===== src/rtl/wb_regfile.sv =====
// Write-back stage: decodes the W-stage instruction, selects/extends the commit value,
// and owns the 32x32 GPR file plus a retired-instruction counter.
// Optional macro WB_BYPASS_EN forwards the same-cycle commit onto the read ports.
module wb_regfile (
    input  logic        clk,
    input  logic        reset,
    input  logic [31:0] ins_w,
    input  logic [31:0] ao_w,
    input  logic [1:0]  byte_addr_w,
    input  logic [31:0] rd_w,
    input  logic [31:0] hi_w,
    input  logic [31:0] lo_w,
    input  logic [31:0] pc8_w,
    input  logic [31:0] cp0_rd_w,
    input  logic [4:0]  rs_addr,
    input  logic [4:0]  rt_addr,
    output logic [31:0] rs_data,
    output logic [31:0] rt_data,
    output logic        wb_en,
    output logic [4:0]  wb_addr,
    output logic [31:0] wb_data,
    output logic [31:0] commit_cnt
);

    logic [5:0]  op, funct;
    logic [4:0]  rs, rt, rd;
    logic [31:0] regs [32];
    logic [31:0] byte_sh;
    logic [7:0]  ld_byte;
    logic [15:0] ld_half;
    logic        dec_en;
    logic        unused_shamt;

    assign op    = ins_w[31:26];
    assign rs    = ins_w[25:21];
    assign rt    = ins_w[20:16];
    assign rd    = ins_w[15:11];
    assign funct = ins_w[5:0];
    assign unused_shamt = ^ins_w[10:6];

    // Halfword select uses only the upper address bit; bit 0 is ignored.
    assign byte_sh = rd_w >> {byte_addr_w, 3'b000};
    assign ld_byte = byte_sh[7:0];
    assign ld_half = byte_addr_w[1] ? rd_w[31:16] : rd_w[15:0];

    always_comb begin
        dec_en  = 1'b0;
        wb_addr = 5'd0;
        wb_data = 32'd0;
        case (op)
            6'h00: begin
                wb_addr = rd;
                case (funct)
                    6'h00, 6'h02, 6'h03, 6'h04, 6'h06, 6'h07,
                    6'h21, 6'h23, 6'h24, 6'h25, 6'h26, 6'h27,
                    6'h2A, 6'h2B: begin dec_en = 1'b1; wb_data = ao_w;  end
                    6'h10:        begin dec_en = 1'b1; wb_data = hi_w;  end
                    6'h12:        begin dec_en = 1'b1; wb_data = lo_w;  end
                    6'h09:        begin dec_en = 1'b1; wb_data = pc8_w; end
                    default: ;
                endcase
            end
            6'h09, 6'h0A, 6'h0B, 6'h0C, 6'h0D, 6'h0E, 6'h0F: begin
                dec_en = 1'b1; wb_addr = rt; wb_data = ao_w;
            end
            6'h03: begin dec_en = 1'b1; wb_addr = 5'd31; wb_data = pc8_w; end
            6'h10: begin
                wb_addr = rt;
                if (rs == 5'd0) begin dec_en = 1'b1; wb_data = cp0_rd_w; end
            end
            6'h23: begin dec_en = 1'b1; wb_addr = rt; wb_data = rd_w; end
            6'h20: begin dec_en = 1'b1; wb_addr = rt; wb_data = {{24{ld_byte[7]}}, ld_byte}; end
            6'h24: begin dec_en = 1'b1; wb_addr = rt; wb_data = {24'd0, ld_byte}; end
            6'h21: begin dec_en = 1'b1; wb_addr = rt; wb_data = {{16{ld_half[15]}}, ld_half}; end
            6'h25: begin dec_en = 1'b1; wb_addr = rt; wb_data = {16'd0, ld_half}; end
            default: ;
        endcase
    end

    assign wb_en = dec_en && (wb_addr != 5'd0);

    always_ff @(posedge clk) begin
        if (reset) begin
            for (int i = 0; i < 32; i++) regs[i] <= 32'd0;
        end else if (wb_en) begin
            regs[wb_addr] <= wb_data;
        end
    end

    always_ff @(posedge clk) begin
        if (reset)              commit_cnt <= 32'd0;
        else if (ins_w != 32'd0) commit_cnt <= commit_cnt + 32'd1;
    end

    // Register 0 is masked on read so it is zero even before the first reset.
`ifdef WB_BYPASS_EN
    assign rs_data = (rs_addr == 5'd0) ? 32'd0 :
                     (wb_en && rs_addr == wb_addr) ? wb_data : regs[rs_addr];
    assign rt_data = (rt_addr == 5'd0) ? 32'd0 :
                     (wb_en && rt_addr == wb_addr) ? wb_data : regs[rt_addr];
`else
    assign rs_data = (rs_addr == 5'd0) ? 32'd0 : regs[rs_addr];
    assign rt_data = (rt_addr == 5'd0) ? 32'd0 : regs[rt_addr];
`endif

endmodule


===== config.mk =====
export PLATFORM = sky130hd
export DESIGN_NAME = wb_regfile
export DESIGN_NICKNAME = d
export VERILOG_FILES = /design/src/rtl/wb_regfile.sv
export SDC_FILE = /design/constraint.sdc
export NUM_CORES = 2
export LEC_CHECK = 0
export BUFFER_PORTS_ARGS = -buffer_cell sky130_fd_sc_hd__buf_2
export CORE_ASPECT_RATIO = 0.75
export CORE_MARGIN = 1
export CORE_UTILIZATION = 50
export CTS_CLUSTER_SIZE = 12
export DETAILED_ROUTE_END_ITERATION = 12
export PLACE_DENSITY = 0.64
export SLEW_MARGIN = 0
export SYNTH_ARGS = -nofsm -noshare
export SYNTH_HDL_FRONTEND = slang
export SYNTH_SLANG_ARGS = --single-unit

===== constraint.sdc =====
create_clock -name clk -period 11.2 [get_ports clk]
set_input_delay 0 -clock clk [delete_from_list [all_inputs] [get_ports clk]]
set_output_delay 0 -clock clk [all_outputs]
set_load 0.02 [all_outputs]

== After elaboration in Yosys (flattened, before gate mapping) ==
Memories as Yosys holds them, arrays and structs flattened.
Index checks and enable logic that the tools add are counted.
Storage, ports and cells
  bits in registers: 32
  bits in writable memories: 1024
  input port bits: 238
  output and inout port bits: 134
  memories: 1
Memories
  regs: words 32, width 32, read ports 2, clocked after memory_dff 0, wr ports 32, line 27  | logic [31:0] regs [32];
Cells by class
  add/subtract/negate cells: 1
  equality and inequality tests: 30
  shifts and indexed selects: 1
  muxes and demuxes: 18
  reduce and logical (&&, ||, !) cells: 14
Operator list (number)
  $pmux W32 S9: 1
  $mux W32: 4
  $pmux W32 S4: 1
  $eq A6 B6 Y1 const B: 13
  $eq A6 B4 Y1 const B: 8
  $add A32 B1 Y32 const B: 1
  $reduce_bool A32 Y1: 1
  $reduce_or A32 Y1: 1
  $shr A32 B5 Y8: 1
  $reduce_or A13 Y1: 2
  $eq A6 B2 Y1 const B: 3
  $eq A6 B3 Y1 const B: 3
  $eq A6 B5 Y1 const B: 3
  $reduce_or A17 Y1: 1
  $mux W16: 1
  $logic_not A5 Y1: 3
  $pmux W5 S3: 1
  $reduce_or A14 Y1: 1
  $logic_not A6 Y1: 2
  $mux W1: 8
  $reduce_or A7 Y1: 1
  $mux W5: 1
  $reduce_bool A5 Y1: 1
  $pmux W1 S3: 1
  $logic_and A1 B1 Y1: 1

== Logic depth before layout (Yosys ltp) ==
  depth after elaboration: 10
  mapped depth: 13

== Least setup slack after synthesis ==
Ideal clock, no wire load.
  path kind: input port to flip-flop
  from: input port ins_w[29]
  to: memory regs[30][0], enable pin
  data arrival time: 3912 ps
  required time: 10772 ps
  slack: 6860 ps
  stages: 10
  buffers on the path: 4
  path through: clkbuf_1 or4_1 clkbuf_1 nor3_2 a221oi_2 inv_1 buf_1 nand3_1 clkbuf_1 o21bai_1
RTL lines
  start: declaration: line 7  | input logic [31:0] ins_w,
  end: declaration: line 27

==> results.md <==
- Clock share of power: 0.352
- Max Clock Skew: between 0.003 and 0.004 ns
- CTS H-tree lvls: 3
- VDD IR max: between 0.1 and 0.15 mV
- Comb power frac: 0.152
- Die footprint: 115600 um^2
- Outcome: finished clean
- Crit. End Element: flop
- Cell taking the most area after synthesis: edfxtp_1
- CTS Hold Bufs: 0
- Mapped Cells: 3927
- Syn. warnings: 0
- Clock sinks: 1056
- Yosys top cell area share: 0.5384
- Total congestion overflow: 0
- Die Wd: between 300 and 400 um
- Final hold vios: 0
- Register area share after synthesis: 0.5496
- 1st-iter DRT viols: between 6000 and 7000
- Crit path time final: 4.716 ns
- Worst setup SP type: primary input
- Post-detail-place hpwl: 124000 um
- Layout Nets: 4309
- Post-synthesis cell area: around 57000 um^2
- CTS tree: yes
- Final wirelength: 205200 um
- Vias: 40830
- Dominant synthesized flop cell: edfxtp_1
- RSZ-0062 raised after global routing: no
- EDFF count, synth: 1024
- Maxcap violations: 0
- Root Buffer: clkbuf_16
- Vias in the first global route: between 40000 and 50000
- Setup TNS: 0 ns
- Seq pwr share: 0.496
- Global Route Usage Sum: 0.3563
- Antenna Nets Post-Route: 0
- Syn avg cell area: 14.54 um^2
- Critical path class: in2reg
- Net switching power: 0.002501 W
- Worst Path Required: approximately 12 ns
- Core Util, Final: 0.5668
- Largest fanout on the critical path: 79
- Synth cell types: a little under 60
- Fill count: 9138
- DRC: 0
- Pint: 0.006843 W
- CTS Buf Count: 107
- Worst-skew pair later-pin latency: 0.70 ns
- DR vias/cell: 7.214
- Drt pass-1 iters: 9
- Post_cts resized: 0
- Post CTS Setup Buffer Count: 0
- First-pass GRT wire length: a little under 300000 um
- Pins Over Slew Limit: 0
- Initial Util: 0.5084
- Port Buffers: 371
- WP data arrival: about 5.1 ns
- Antenna violations before repair: 8
- Ranking of synthesized cells by area: edfxtp_1 (54%), mux4_2 (25%), nor3_1 (7.3%)
- Fraction of registers with async set/reset: 0
- Sw frac: 0.2677
- Cell Pwr Density: 146.8 nW/um^2
- Max-slew headroom: 0.09248
- Gpl congestion: 0.9264
- Die Ht: roughly 290 um
- Core area: 112300 um^2
- Final worst path period share: 0.4210
- Synth cell count leaders: edfxtp_1 (1024), nor3_1 (834), mux4_2 (641)
- Top-count cell post-synth: edfxtp_1
- FF+latch count, synth: 1056
- Routed len/inst: 36.25 um
- Hold Path Class: in2reg
- CTS max path bufs: 3
- FP Rows: 106
- Layout cells sized above 1: 0.3333
- Register clock-pin slew on the reported worst setup and hold paths: 0.06 ns
- Maximum clock frequency: 212.1 MHz
- Final setup viols: 0
- Lkg Pwr: 20.14 nW
- Layout area overhead: 11.49%
- Worst slew pin tran: 1.358 ns
- Largest net degree at the start of global routing: 130
- # IOs: 372
-- cell type report --
type	count	area [um^2]	share of cell area
flip-flops and latches	1056	31390	0.4930
multi-input cells	2291	23990	0.3768
repair buffers	503	2933	0.04606
clock buffers	147	2839	0.04459
well taps	1512	1892	0.02971
inverters	111	416.7	0.006544
clock inverters	36	201.4	0.003164
diodes	4	10.01	0.0001572
-- flip-flops by register name (all words and copies together) (netlist names) --
signal	count
commit_cnt	32
regs	1024
-- cells in the final DEF (no fill, tap or decap), types with 19 or more instances in the layout --
cell type / instances
edfxtp_1: 1024
nor3_1: 834
mux4_2: 641
buf_2: 362
nor2_1: 212
buf_4: 133
inv_1: 111
clkbuf_16: 107
nand2_1: 103
o21ai_0: 78
a222oi_1: 45
mux2_2: 38
clkbuf_1: 38
dfxtp_1: 32
conb_1: 32
clkinv_1: 24
a21oi_1: 22
nand3_1: 20
o21bai_4: 20
o2111a_1: 19
xor2_1: 19
-- power groups by stage --
stage	logic [W]	registers, W	clock network, W
after floorplan	0.000863	0.00467	0
after global placement	0.00138	0.00469	0
after detailed placement	0.00139	0.00471	0
after CTS	0.00140	0.00463	0.00330
after global routing	0.00146	0.00465	0.00345
final	0.00142	0.00463	0.00329
-- final timing paths --
check / start / endpoint / slack (ns) / cells after the start
worst min register to register: commit_cnt[31] / commit_cnt[31] / 0.50 / 2
worst max-delay path: ins_w[29] / regs[25][27] / 6.48 / 9
worst min-delay path: ao_w[9] / regs[9][9] / 0.09 / 5
worst max register to register: commit_cnt[3] / commit_cnt[29] / 8.52 / 6
-- critical path, cell delays in order --
cell and delay (ns):
buf_2 0.16, or4_1 0.67, nor2_4 0.85, nor2_1 0.22, a31oi_2 0.80, nand2_8 0.59
buf_4 0.61, o21bai_4 0.36, buf_4 0.56
-- routing by layer --
metal / wire (um) / vias up / global-route usage
li1: - / 16170 / -
met1: 75450 / 20940 / 0.5009
met2: 91200 / 3329 / 0.5240
met3: 29150 / 391 / 0.1012
met4: 9344 / 6 / 0.1457
met5: 29 / - / 0
-- metrics by stage --
stage,hold slack [ns],power (W),worst slack (ns),area (um^2),cells
6_report,0.09307,0.009344,6.484,63670,5660
5_1_grt,0.06042,0.009561,6.340,63670,5658
4_1_cts,0.05211,0.009324,6.689,63660,5656
3_5_place_dp,0.4468,0.006099,5.937,60620,5473
3_3_place_gp,0.4532,0.006078,6.000,60620,5473
2_1_floorplan,0.2878,0.005536,6.860,57230,3958
-- cell families (layout without fill, tap and decap cells) --
| family | Yosys count | in the layout | synth area share |
|---|---|---|---|
| muxes | 689 | 689 | 0.2620 |
| DFF | 1056 | 1056 | 0.5496 |
| adders and majority gates | 1 | 1 | 0.0002191 |
| other | 1 | 36 | 0.00006566 |
| xor gates and xnor gates | 24 | 24 | 0.003681 |
| buffers and inverters | 611 | 797 | 0.04084 |
| and+or+nand+nor | 1277 | 1277 | 0.1075 |
| AOI/OAI and AO/OA | 268 | 268 | 0.03602 |
(Power assumes the default switching activity.)
